$ cat src/rtl/cram_arb_pkg.sv
// Shared widths, FSM encoding and command record for the cellular-RAM port arbiter.
package cram_arb_pkg;

  localparam int MST_W        = 3;
  localparam int BL_W         = 6;
  localparam int ADDR_W       = 30;
  localparam int INSTR_W      = 3;
  localparam int INSTR_RD_BIT = 0;
  localparam int DATA_W       = 32;
  localparam int MASK_W       = 4;

  localparam logic [1:0] ST_IDLE = 2'd0;
  localparam logic [1:0] ST_REQ  = 2'd1;
  localparam logic [1:0] ST_BUSY = 2'd2;

  typedef struct packed {
    logic [INSTR_W-1:0] instr;
    logic [BL_W-1:0]    bl;
    logic [ADDR_W-1:0]  addr;
  } cmd_t;

endpackage

$ cat src/rtl/cram_arb_if.sv
// Controller-side command/write/read port of the arbiter (MIG-style signal names).
interface cram_arb_if;
  import cram_arb_pkg::*;

  logic                mem_cmd_req;
  logic [INSTR_W-1:0]  mem_cmd_instr;
  logic [BL_W-1:0]     mem_cmd_bl;
  logic [ADDR_W-1:0]   mem_cmd_byte_addr;
  logic [MST_W-1:0]    mem_cmd_master;
  logic                mem_cmd_ack;
  logic [MASK_W-1:0]   mem_wr_mask;
  logic [DATA_W-1:0]   mem_wr_data;
  logic                mem_wr_ack;
  logic [MST_W-1:0]    mem_wr_master;
  logic                mem_rd_req;
  logic [DATA_W-1:0]   mem_rd_data;
  logic [MST_W-1:0]    mem_rd_master;

  modport master (
    output mem_cmd_req, mem_cmd_instr, mem_cmd_bl, mem_cmd_byte_addr, mem_cmd_master,
    output mem_wr_mask, mem_wr_data,
    input  mem_cmd_ack, mem_wr_ack, mem_wr_master, mem_rd_req, mem_rd_data, mem_rd_master
  );

  modport slave (
    input  mem_cmd_req, mem_cmd_instr, mem_cmd_bl, mem_cmd_byte_addr, mem_cmd_master,
    input  mem_wr_mask, mem_wr_data,
    output mem_cmd_ack, mem_wr_ack, mem_wr_master, mem_rd_req, mem_rd_data, mem_rd_master
  );

endinterface

$ cat src/rtl/cram_arb_rr.sv
// Round-robin picker: first requester at or after ptr, wrapping at NUM_MST.
module cram_arb_rr
  import cram_arb_pkg::*;
#(
  parameter int NUM_MST = 4
) (
  input  logic [NUM_MST-1:0] req,
  input  logic [MST_W-1:0]   ptr,
  output logic [NUM_MST-1:0] grant,
  output logic [MST_W-1:0]   idx,
  output logic               any
);

  always_comb begin
    int j;
    grant = '0;
    idx   = '0;
    any   = 1'b0;
    j     = 0;
    for (int i = 0; i < NUM_MST; i++) begin
      j = int'(ptr) + i;
      if (j >= NUM_MST) j = j - NUM_MST;
      if (!any && req[j]) begin
        any      = 1'b1;
        grant[j] = 1'b1;
        idx      = MST_W'(j);
      end
    end
  end

endmodule

$ cat src/rtl/cram_arb.sv
// N-master round-robin arbiter in front of the cellular-RAM controller port.
// Optional watchdog enabled by defining CRAM_ARB_TIMEOUT_EN.
module cram_arb
  import cram_arb_pkg::*;
#(
  parameter int NUM_MST = 4,
  parameter int TIMEOUT = 1024
) (
  input  logic                        mem_clk,
  input  logic                        mem_rst_n,
  input  logic                        init_done,
  input  logic [NUM_MST-1:0]          m_cmd_req,
  input  logic [INSTR_W*NUM_MST-1:0]  m_cmd_instr,
  input  logic [BL_W*NUM_MST-1:0]     m_cmd_bl,
  input  logic [ADDR_W*NUM_MST-1:0]   m_cmd_addr,
  output logic [NUM_MST-1:0]          m_cmd_ack,
  input  logic [MASK_W*NUM_MST-1:0]   m_wr_mask,
  input  logic [DATA_W*NUM_MST-1:0]   m_wr_data,
  output logic [NUM_MST-1:0]          m_wr_ack,
  output logic [NUM_MST-1:0]          m_rd_valid,
  output logic [DATA_W-1:0]           m_rd_data,
  cram_arb_if.master                  mem,
  output logic                        arb_err
);

  logic [1:0]         state;
  logic [MST_W-1:0]   owner;
  logic [MST_W-1:0]   rr_ptr;
  logic [BL_W-1:0]    wcnt;
  cmd_t               cmd_q;
  cmd_t               cmd_sel;
  logic [NUM_MST-1:0] pick_grant;
  logic [MST_W-1:0]   pick_idx;
  logic               pick_any;
  logic               word_hit;
  logic               burst_done;
  logic               wd_fire;

  function automatic logic [MST_W-1:0] ptr_after(input logic [MST_W-1:0] cur);
    if (int'(cur) >= NUM_MST - 1) return '0;
    return cur + MST_W'(1);
  endfunction

  cram_arb_rr #(.NUM_MST(NUM_MST)) u_rr (
    .req   (m_cmd_req),
    .ptr   (rr_ptr),
    .grant (pick_grant),
    .idx   (pick_idx),
    .any   (pick_any)
  );

  always_comb begin
    cmd_sel = '0;
    for (int i = 0; i < NUM_MST; i++) begin
      if (pick_grant[i]) begin
        cmd_sel.instr = m_cmd_instr[i*INSTR_W +: INSTR_W];
        cmd_sel.bl    = m_cmd_bl[i*BL_W +: BL_W];
        cmd_sel.addr  = m_cmd_addr[i*ADDR_W +: ADDR_W];
      end
    end
  end

  // Only returns tagged with the owner count; tags >= NUM_MST can never equal owner.
  assign word_hit = cmd_q.instr[INSTR_RD_BIT]
                  ? (mem.mem_rd_req && (mem.mem_rd_master == owner))
                  : (mem.mem_wr_ack && (mem.mem_wr_master == owner));
  assign burst_done = (state == ST_BUSY) && word_hit && (wcnt == cmd_q.bl);

  // Grant / command / burst-count stage
  always_ff @(posedge mem_clk or negedge mem_rst_n) begin
    if (!mem_rst_n) begin
      state  <= ST_IDLE;
      owner  <= '0;
      rr_ptr <= '0;
      wcnt   <= '0;
      cmd_q  <= '0;
    end else begin
      case (state)
        ST_IDLE: begin
          if (init_done && pick_any) begin
            owner <= pick_idx;
            cmd_q <= cmd_sel;
            state <= ST_REQ;
          end
        end
        ST_REQ: begin
          if (mem.mem_cmd_ack) state <= ST_BUSY;
        end
        ST_BUSY: begin
          if (burst_done) begin
            state  <= ST_IDLE;
            rr_ptr <= ptr_after(owner);
            wcnt   <= '0;
          end else if (word_hit) begin
            wcnt <= wcnt + BL_W'(1);
          end
        end
        default: state <= ST_IDLE;
      endcase
      if (wd_fire) begin
        state  <= ST_IDLE;
        rr_ptr <= ptr_after(owner);
        wcnt   <= '0;
      end
    end
  end

`ifdef CRAM_ARB_TIMEOUT_EN
  localparam int WD_W = $clog2(TIMEOUT) + 1;
  logic [WD_W-1:0] wd_cnt;

  assign wd_fire = (state != ST_IDLE) && (wd_cnt == WD_W'(TIMEOUT - 1));

  // Watchdog stage
  always_ff @(posedge mem_clk or negedge mem_rst_n) begin
    if (!mem_rst_n) begin
      wd_cnt  <= '0;
      arb_err <= 1'b0;
    end else begin
      if (state == ST_IDLE || wd_fire) wd_cnt <= '0;
      else                             wd_cnt <= wd_cnt + WD_W'(1);
      if (wd_fire) arb_err <= 1'b1;
    end
  end
`else
  assign wd_fire = 1'b0;
  assign arb_err = 1'b0;
`endif

  assign mem.mem_cmd_req       = (state == ST_REQ);
  assign mem.mem_cmd_instr     = cmd_q.instr;
  assign mem.mem_cmd_bl        = cmd_q.bl;
  assign mem.mem_cmd_byte_addr = cmd_q.addr;
  assign mem.mem_cmd_master    = owner;
  assign m_rd_data             = mem.mem_rd_data;

  always_comb begin
    m_cmd_ack       = '0;
    m_wr_ack        = '0;
    m_rd_valid      = '0;
    mem.mem_wr_data = '0;
    mem.mem_wr_mask = '0;
    for (int i = 0; i < NUM_MST; i++) begin
      m_cmd_ack[i]  = (state == ST_REQ) && mem.mem_cmd_ack && (owner == MST_W'(i));
      m_wr_ack[i]   = mem.mem_wr_ack && (mem.mem_wr_master == MST_W'(i));
      m_rd_valid[i] = mem.mem_rd_req && (mem.mem_rd_master == MST_W'(i));
      if (owner == MST_W'(i)) begin
        mem.mem_wr_data = m_wr_data[i*DATA_W +: DATA_W];
        mem.mem_wr_mask = m_wr_mask[i*MASK_W +: MASK_W];
      end
    end
  end

endmodule

$ cat src/flat_wrapper.sv
// flat-port wrapper written by rule: the top's interface ports become plain ports
module cram_arb_flat import cram_arb_pkg::*;
#(
  parameter int NUM_MST = 4,
  parameter int TIMEOUT = 1024
)
  (mem_clk, mem_rst_n, init_done, m_cmd_req, m_cmd_instr, m_cmd_bl, m_cmd_addr, m_cmd_ack, m_wr_mask, m_wr_data, m_wr_ack, m_rd_valid, m_rd_data, arb_err, mem_mem_cmd_req, mem_mem_cmd_instr, mem_mem_cmd_bl, mem_mem_cmd_byte_addr, mem_mem_cmd_master, mem_mem_wr_mask, mem_mem_wr_data, mem_mem_cmd_ack, mem_mem_wr_ack, mem_mem_wr_master, mem_mem_rd_req, mem_mem_rd_data, mem_mem_rd_master);
  cram_arb_if mem_i ();
  input  logic mem_clk;
  input  logic mem_rst_n;
  input  logic init_done;
  input  logic [NUM_MST-1:0] m_cmd_req;
  input  logic [INSTR_W*NUM_MST-1:0] m_cmd_instr;
  input  logic [BL_W*NUM_MST-1:0] m_cmd_bl;
  input  logic [ADDR_W*NUM_MST-1:0] m_cmd_addr;
  output logic [NUM_MST-1:0] m_cmd_ack;
  input  logic [MASK_W*NUM_MST-1:0] m_wr_mask;
  input  logic [DATA_W*NUM_MST-1:0] m_wr_data;
  output logic [NUM_MST-1:0] m_wr_ack;
  output logic [NUM_MST-1:0] m_rd_valid;
  output logic [DATA_W-1:0] m_rd_data;
  output logic arb_err;
  output wire logic [$bits(mem_i.mem_cmd_req)-1:0] mem_mem_cmd_req;
  output wire logic [$bits(mem_i.mem_cmd_instr)-1:0] mem_mem_cmd_instr;
  output wire logic [$bits(mem_i.mem_cmd_bl)-1:0] mem_mem_cmd_bl;
  output wire logic [$bits(mem_i.mem_cmd_byte_addr)-1:0] mem_mem_cmd_byte_addr;
  output wire logic [$bits(mem_i.mem_cmd_master)-1:0] mem_mem_cmd_master;
  output wire logic [$bits(mem_i.mem_wr_mask)-1:0] mem_mem_wr_mask;
  output wire logic [$bits(mem_i.mem_wr_data)-1:0] mem_mem_wr_data;
  input wire logic [$bits(mem_i.mem_cmd_ack)-1:0] mem_mem_cmd_ack;
  input wire logic [$bits(mem_i.mem_wr_ack)-1:0] mem_mem_wr_ack;
  input wire logic [$bits(mem_i.mem_wr_master)-1:0] mem_mem_wr_master;
  input wire logic [$bits(mem_i.mem_rd_req)-1:0] mem_mem_rd_req;
  input wire logic [$bits(mem_i.mem_rd_data)-1:0] mem_mem_rd_data;
  input wire logic [$bits(mem_i.mem_rd_master)-1:0] mem_mem_rd_master;
  assign mem_mem_cmd_req = mem_i.mem_cmd_req;
  assign mem_mem_cmd_instr = mem_i.mem_cmd_instr;
  assign mem_mem_cmd_bl = mem_i.mem_cmd_bl;
  assign mem_mem_cmd_byte_addr = mem_i.mem_cmd_byte_addr;
  assign mem_mem_cmd_master = mem_i.mem_cmd_master;
  assign mem_mem_wr_mask = mem_i.mem_wr_mask;
  assign mem_mem_wr_data = mem_i.mem_wr_data;
  assign mem_i.mem_cmd_ack = mem_mem_cmd_ack;
  assign mem_i.mem_wr_ack = mem_mem_wr_ack;
  assign mem_i.mem_wr_master = mem_mem_wr_master;
  assign mem_i.mem_rd_req = mem_mem_rd_req;
  assign mem_i.mem_rd_data = mem_mem_rd_data;
  assign mem_i.mem_rd_master = mem_mem_rd_master;
  cram_arb #(.NUM_MST(NUM_MST), .TIMEOUT(TIMEOUT)) u_core (.mem_clk(mem_clk), .mem_rst_n(mem_rst_n), .init_done(init_done), .m_cmd_req(m_cmd_req), .m_cmd_instr(m_cmd_instr), .m_cmd_bl(m_cmd_bl), .m_cmd_addr(m_cmd_addr), .m_cmd_ack(m_cmd_ack), .m_wr_mask(m_wr_mask), .m_wr_data(m_wr_data), .m_wr_ack(m_wr_ack), .m_rd_valid(m_rd_valid), .m_rd_data(m_rd_data), .mem(mem_i), .arb_err(arb_err));
endmodule
$ cat config.mk
export PLATFORM = sky130hd
export DESIGN_NAME = cram_arb_flat
export DESIGN_NICKNAME = d
export VERILOG_FILES = /design/src/rtl/cram_arb_pkg.sv /design/src/rtl/cram_arb_if.sv /design/src/rtl/cram_arb_rr.sv /design/src/rtl/cram_arb.sv /design/src/flat_wrapper.sv
export SDC_FILE = /design/constraint.sdc
export NUM_CORES = 1
export LEC_CHECK = 0
export CORE_AREA = 2 2 185 187
export DETAILED_ROUTE_END_ITERATION = 12
export DIE_AREA = 0 0 187 189
export HOLD_SLACK_MARGIN = 0.1
export PLACE_DENSITY_LB_ADDON = 0.12
export SKIP_LAST_GASP = 1
export SLEW_MARGIN = 20
export SYNTH_ARGS = -nofsm -noshare
export SYNTH_HDL_FRONTEND = slang
export SYNTH_SLANG_ARGS = --single-unit
$ cat constraint.sdc
create_clock -name mem_clk -period 6.7 [get_ports mem_clk]
set_input_delay 1.34 -clock mem_clk [delete_from_list [all_inputs] [get_ports mem_clk]]
set_output_delay 1.34 -clock mem_clk [all_outputs]
set_load 0.005 [all_outputs]
==> results of run 1 <==
stage by stage:
stage	power, W	area, um2	hold WS (ns)	util, %
after floorplan	0.002331	5687	0.4360	-
after global placement	0.003778	9868	0.4846	29.65
after detailed placement	0.003764	9868	0.4906	29.65
after CTS	0.004071	10010	0.5059	30.08
after global routing	0.004308	10010	0.5323	30.09
final	0.003983	10010	0.5034	30.09
power by group through the flow:
| stage | Combinational [W] | Clock [W] | Sequential, W |
|---|---|---|---|
| detailed placement | 0.00314 | 0 | 0.000624 |
| global route | 0.00336 | 0.000302 | 0.000641 |
| floorplan | 0.00176 | 0 | 0.000572 |
| global placement | 0.00315 | 0 | 0.000623 |
| CTS | 0.00316 | 0.000293 | 0.000620 |
| finish | 0.00308 | 0.000282 | 0.000617 |
sequential cells by signal (all words and copies together), names as in the netlist:
name                          count
u_core.mem.mem_cmd_byte_addr     30
u_core.mem.mem_cmd_bl             6
u_core.mem.mem_cmd_master         3
u_core.mem.mem_cmd_instr          3
u_core.state                      2
u_core.wcnt                       6
u_core.rr_ptr                     3
Yosys cell counts (2+ instances only):
| master | count | area share (%) |
|---|---|---|
| a2bb2oi_1 | 29 | 4.5 |
| buf_1 | 2 | 0.13 |
| nor2_1 | 24 | 1.6 |
| and2_1 | 41 | 4.5 |
| o211ai_1 | 3 | 0.40 |
| nor3_1 | 4 | 0.35 |
| a221oi_1 | 2 | 0.31 |
| mux2i_1 | 3 | 0.53 |
| buf_6 | 7 | 1.4 |
| ha_1 | 14 | 3.1 |
| a221o_1 | 36 | 6.3 |
| xnor2_1 | 6 | 0.92 |
| nand2_1 | 97 | 6.4 |
| mux4_2 | 3 | 1.2 |
| nand4_1 | 2 | 0.22 |
| a21oi_1 | 6 | 0.53 |
| mux2_2 | 4 | 0.79 |
| a2bb2oi_2 | 10 | 2.6 |
| o21ai_0 | 86 | 7.6 |
| xor2_1 | 8 | 1.2 |
| a32oi_1 | 40 | 6.2 |
| and3_1 | 3 | 0.33 |
| clkbuf_1 | 43 | 2.8 |
| nor4_1 | 3 | 0.33 |
| o221ai_2 | 10 | 2.6 |
| a22o_1 | 2 | 0.31 |
| nor3b_1 | 4 | 0.53 |
| nor2b_1 | 6 | 0.66 |
| o221ai_1 | 29 | 4.5 |
| a211o_1 | 3 | 0.46 |
| buf_4 | 34 | 4.5 |
| nand3_1 | 9 | 0.79 |
| buf_2 | 16 | 1.4 |
| dfrtp_1 | 53 | 23 |
| inv_1 | 47 | 3.1 |
final cells by class:
cell class	count	area [um2]	share of cell area, %
diodes	1	2.502	0.02499
clock inverters	2	13.76	0.1374
flip-flops and latches	53	1326	13.24
repair buffers	421	4172	41.66
clock buffers	6	128.9	1.287
multi-input cells	510	3633	36.29
well taps	448	560.5	5.598
inverters	47	176.4	1.762
worst register-to-register path: cells and delay by family, from the launching register on:
kind / cells / cell delay (ns)
DFF: 1 / 0.91
and+or+nand+nor: 2 / 0.75
buffers and inverters: 2 / 0.74
AOI/OAI and AO/OA: 3 / 0.71
muxes: 1 / 0.68
adders and majority gates: 1 / 0.52
logic make-up after synthesis:
group	count (synthesis)	share of synthesized area [%]
muxes	10	2.508
xor gates and xnor gates	14	2.156
and+or+nand+nor	202	17.14
AOI/OAI and AO/OA	269	38.37
other	1	0.06594
adders and majority gates	14	3.080
DFF	53	23.32
buffers and inverters	149	13.36
layer usage:
layer | track usage [%] | wire (um) | vias to the layer above
met5 | 0 | 0 | -
met4 | 3.785 | 471 | 0
met3 | 5.690 | 2754 | 16
met2 | 30.91 | 15810 | 308
met1 | 19.01 | 12040 | 3210
li1 | - | - | 3274
worst paths after layout:
kind	slack, ns	startpoint	to
max in group asynchronous	4.96	mem_rst_n	u_core.wcnt[5]
min in group asynchronous	1.18	mem_rst_n	u_core.mem.mem_cmd_byte_addr[23]
max	1.89	u_core.mem.mem_cmd_master[1]	mem_mem_wr_data[11]
min reg2reg	0.50	u_core.mem.mem_cmd_byte_addr[27]	u_core.mem.mem_cmd_byte_addr[27]
max reg2reg	2.28	u_core.rr_ptr[0]	u_core.mem.mem_cmd_byte_addr[24]
min	0.50	u_core.mem.mem_cmd_byte_addr[27]	u_core.mem.mem_cmd_byte_addr[27]
==> flow_summary.json, run 1 <==
{
  "run_status": "completed",
  "dp.cells": 1479,
  "drt-total-wl_mm": 31.07,
  "dr.pass1.iters": 4,
  "initial_core_util_pct": 17.09,
  "antenna_left": 0,
  "synth_ff_type": "dfrtp_1",
  "power_frac_seq_pct": 15.5,
  "layout.cells.non_filler": 1488,
  "post-cts-setup-buffers": 0,
  "async_flop_share_pct": 100.0,
  "synth_area_um2": 5687,
  "die_area_um2": 35340,
  "core_um2": 33280,
  "setup.worst_path.start_class": "flop",
  "first_iter_violations": 303,
  "layout_commonest_cell": "clkdlybuf4s50_1",
  "synth_seq_cells": 53,
  "grt-ovfl-total": 0,
  "pre_cts_ws_ns": 2.014,
  "io_buffers": 406,
  "wl_per_cell_um": 20.88,
  "layout_setup_ws_ns": 1.891,
  "grt_max_degree": 75,
  "crit_family": "buffers and inverters",
  "final_cell_mix": "clkdlybuf4s50_1 (405), nand2_1 (97), o21ai_0 (86), dfrtp_1 (53), inv_1 (47)",
  "period_share_pct": 71.78,
  "fp.dieW_um": 187,
  "synth_edf_count": 0,
  "grt_first_pass_wirelength_mm": 46.31,
  "fillCellCount": 3648,
  "die_y_um": 189,
  "cap_violations": 0,
  "setup_viol": 0,
  "cp_common_cell": "o21ai_0",
  "crit_arrival_ns": 3.47,
  "hold_path.class": "flop to flop",
  "internal-power_w": 0.002109,
  "cp-end-kind": "primary output",
  "area_growth_pct": 76.08,
  "grt_pass1_vias": 7219,
  "grt_use_total_pct": 16.94,
  "p_sw_w": 0.001874,
  "io_pins": 472,
  "path_buf_inv": 3,
  "worst_pin_slew_ns": 0.9477,
  "synth-seq-area-share_pct": 23.32,
  "antenna_found_initial": 1,
  "route.detailed.drc": 0,
  "critPathMaxStageDelay_ns": 0.78,
  "ctsHoldBuffers": 0,
  "power_density_nw_per_um2": 397.8,
  "syn_inst": 712,
  "viasPerCell": 4.575,
  "synth_nets": 1074,
  "path_class": "flop to primary output",
  "timing_hold_violations_final": 0,
  "final_nets": 1400,
  "gp_congestion": 0.8318,
  "min_path_cells": 2,
  "p_leak_nw": 3.747,
  "clkLatencyLatePin_ns": 0.31,
  "ctsResizeCount": 0,
  "tns_ns": 0,
  "cts_inserted_buffers": 5,
  "worst-path-stages": 8,
  "drive_above_1_share_pct": 6.160,
  "slowest_stage": "nor2b_2",
  "sw_frac_of_total_pct": 47.05,
  "routed-via-count": 6808,
  "p_clk_share_pct": 7.1,
  "maxSlewViolCount": 0,
  "critPathRequiredTime_ns": 5.36,
  "max_freq_mhz": 207.9,
  "crit_path_cell_trace": "inv_1, ha_1, nor2b_2, buf_4, a221o_1, o21ai_0, o21ai_0, clkdlybuf4s50_1",
  "finalClockSkew_ns": 0.009764,
  "reg2reg_depth": 9,
  "cts_max_level": 2,
  "synth_warnings": 0,
  "tritoncts": "done",
  "fin_crit_ns": 4.809,
  "cts.sinks": 53,
  "dpl.hpwl_mm": 23.73,
  "cts.path.max_buffers": 2,
  "slew_headroom_pct": 36.53,
  "p_comb_share_pct": 77.4,
  "cp_max_fo": 20,
  "ys_types": 58,
  "row_count": 67,
  "ir_drop_mv": 0.1852,
  "avgSynthCellArea_um2": 7.987,
  "clkTransAtPathRegs_ns": 0.08,
  "cts_root_buffer": "clkbuf_16",
  "rsz0062_at_grt": "false"
}
Power figures use the tool's default switching activity.
==> run 2, diff against run 1 <==
Settings changed: CORE_AREA 2 2 185 187 to 2 2 183 185, DIE_AREA 0 0 187 189 to 0 0 185 187.
Clock period 6.7 ns to 4.3 ns, I/O delays scaled along.
==> run 2 against run 1 <==
- global-route usage is 0.12 points lower
- routed wire length shrank 1.2%
- largest power group unchanged
- critical path depth shrank 2
- first-iteration DRC count fell by 5.3%
- setup slack worse by 1.4 ns
==> flow_summary.json, run 2 (same netlist as run 1, synthesis figures left out) <==
{
  "ctsResizeCount": 0,
  "antenna_left": 0,
  "drt-total-wl_mm": 30.68,
  "max_freq_mhz": 265.0,
  "fp.dieW_um": 185,
  "fillCellCount": 3526,
  "r2r-end": "u_core.mem.mem_cmd_bl[0]",
  "grt_util_met1_pct": 18.63,
  "tns_ns": 0,
  "power_density_nw_per_um2": 628.6,
  "r2r_slack_ns": 0.88,
  "crit_arrival_ns": 2.91,
  "drive_above_1_share_pct": 6.616,
  "row_count": 67,
  "ctsHoldBuffers": 0,
  "layout_commonest_cell": "clkdlybuf4s50_1",
  "crit_start": "u_core.mem.mem_cmd_master[0]",
  "maxSlewViolCount": 0,
  "cts_root_buffer": "clkbuf_16",
  "stdcell_area_um2": 10170,
  "slowest_stage": "ha_2",
  "min_path_cells": 1,
  "die_area_um2": 34600,
  "grt-ovfl-total": 0,
  "setup_viol": 0,
  "clkLatencyLatePin_ns": 0.31,
  "post-cts-setup-buffers": 0,
  "setup.worst_path.start_class": "flop",
  "p_leak_nw": 3.814,
  "cts_max_level": 2,
  "crit_path_cell_trace": "ha_1, ha_2, buf_4, nand2_1, o21ai_0, clkdlybuf4s50_1",
  "grt_max_degree": 54,
  "hold_start": "u_core.state[1]",
  "worst_pin_slew_ns": 0.8101,
  "whs_endpoint": "u_core.state[0]",
  "initial_core_util_pct": 17.31,
  "grt-busiest-layer": "met2",
  "reg2reg_depth": 8,
  "place_area_um2": 10010,
  "cts.path.max_buffers": 2,
  "cp_max_fo": 47,
  "hold_path.class": "flop to flop",
  "tritoncts": "done",
  "dpl.hpwl_mm": 22.99,
  "run_status": "completed",
  "grt_use_met2_pct": 31.43,
  "route.detailed.drc": 0,
  "largest_register_ffs": 30,
  "wl_per_cell_um": 20.57,
  "finalClockSkew_ns": 0.01498,
  "cts.sinks": 53,
  "antenna_found_initial": 3,
  "gp_congestion": 0.7929,
  "cts_inserted_buffers": 5,
  "path_class": "flop to primary output",
  "dr.pass1.iters": 4,
  "ir_drop_mv": 0.3557,
  "critPathMaxStageDelay_ns": 0.71,
  "grt_pass1_vias": 7078,
  "critPathRequiredTime_ns": 3.44,
  "cp-end-kind": "primary output",
  "cap_violations": 0,
  "core_um2": 32860,
  "first_iter_violations": 287,
  "final_nets": 1404,
  "multiInputGateArea_um2": 3633,
  "routed-via-count": 6831,
  "final_cell_mix": "clkdlybuf4s50_1 (405), nand2_1 (97), o21ai_0 (86), dfrtp_1 (53), inv_1 (47)",
  "grt_use_total_pct": 16.82,
  "die_y_um": 187,
  "io_buffers": 406,
  "viasPerCell": 4.578,
  "period_share_pct": 87.76,
  "grt_util_met3_pct": 5.763,
  "rsz0062_at_grt": "false",
  "regToRegStartpoint": "u_core.rr_ptr[1]",
  "fin_crit_ns": 3.774,
  "area_growth_pct": 78.92,
  "regArea_um2": 1326,
  "slew_headroom_pct": 45.99,
  "timing_hold_violations_final": 0,
  "grt_first_pass_wirelength_mm": 44.61,
  "io_pins": 472,
  "clkTransAtPathRegs_ns": 0.08
}
run 2: report_power, final:
group | leakage [nW] | internal [W] | switching, W
clock network | 0.0805 | 0.000252 | 0.000222
logic | 3.07 | 0.00251 | 0.00250
registers | 0.663 | 0.000710 | 0.000205
total | 3.81 | 0.00347 | 0.00292
run 2: area by class of cell:
cell class              count  area share [%]
diodes                      1         0.02459
clock buffers               7           1.500
clock inverters             1         0.08608
inverters                  47           1.734
multi-input cells         510           35.71
flip-flops and latches     53           13.03
well taps                 448           5.509
repair buffers            425           42.40
run 2: how the worst max path moves through the flow:
stage                                  endpoint  slack, ns  cells past startpoint
3_3_place_gp           u_core.mem.mem_cmd_bl[4]       0.39                      7
2_1_floorplan  u_core.mem.mem_cmd_byte_addr[11]       1.01                     13
3_5_place_dp   u_core.mem.mem_cmd_byte_addr[28]       0.34                      7
4_1_cts                     mem_mem_wr_data[11]       0.47                      6
5_1_grt                     mem_mem_wr_data[21]       0.32                      6
6_report                    mem_mem_wr_data[11]       0.53                      6
run 2: critical path, delay by kind of cell (launching register included):
family | cells | cell delay [ns]
compound gates | 1 | 0.15
fa+ha+maj | 2 | 0.93
buf+inv | 2 | 0.89
flops | 1 | 0.56
simple gates | 1 | 0.06
run 2: routing by layer:
layer  vias up  share of wire (%)
li1       3281                  -
met1      3210                 38
met2       318                 51
met3        18                 10
met4         4               0.69
met5         -              0.088
run 2: per-stage QoR:
step	cells	hold slack (ns)	setup slack (ns)	utilization [%]	power (W)
after floorplan	712	0.4360	1.010	-	0.003632
after global placement	1483	0.4682	0.3857	30.46	0.006040
after detailed placement	1483	0.4727	0.3371	30.46	0.006012
after CTS	1491	0.4837	0.4708	30.95	0.006526
after global routing	1491	0.5012	0.3224	30.95	0.006885
final	1492	0.4758	0.5263	30.96	0.006396
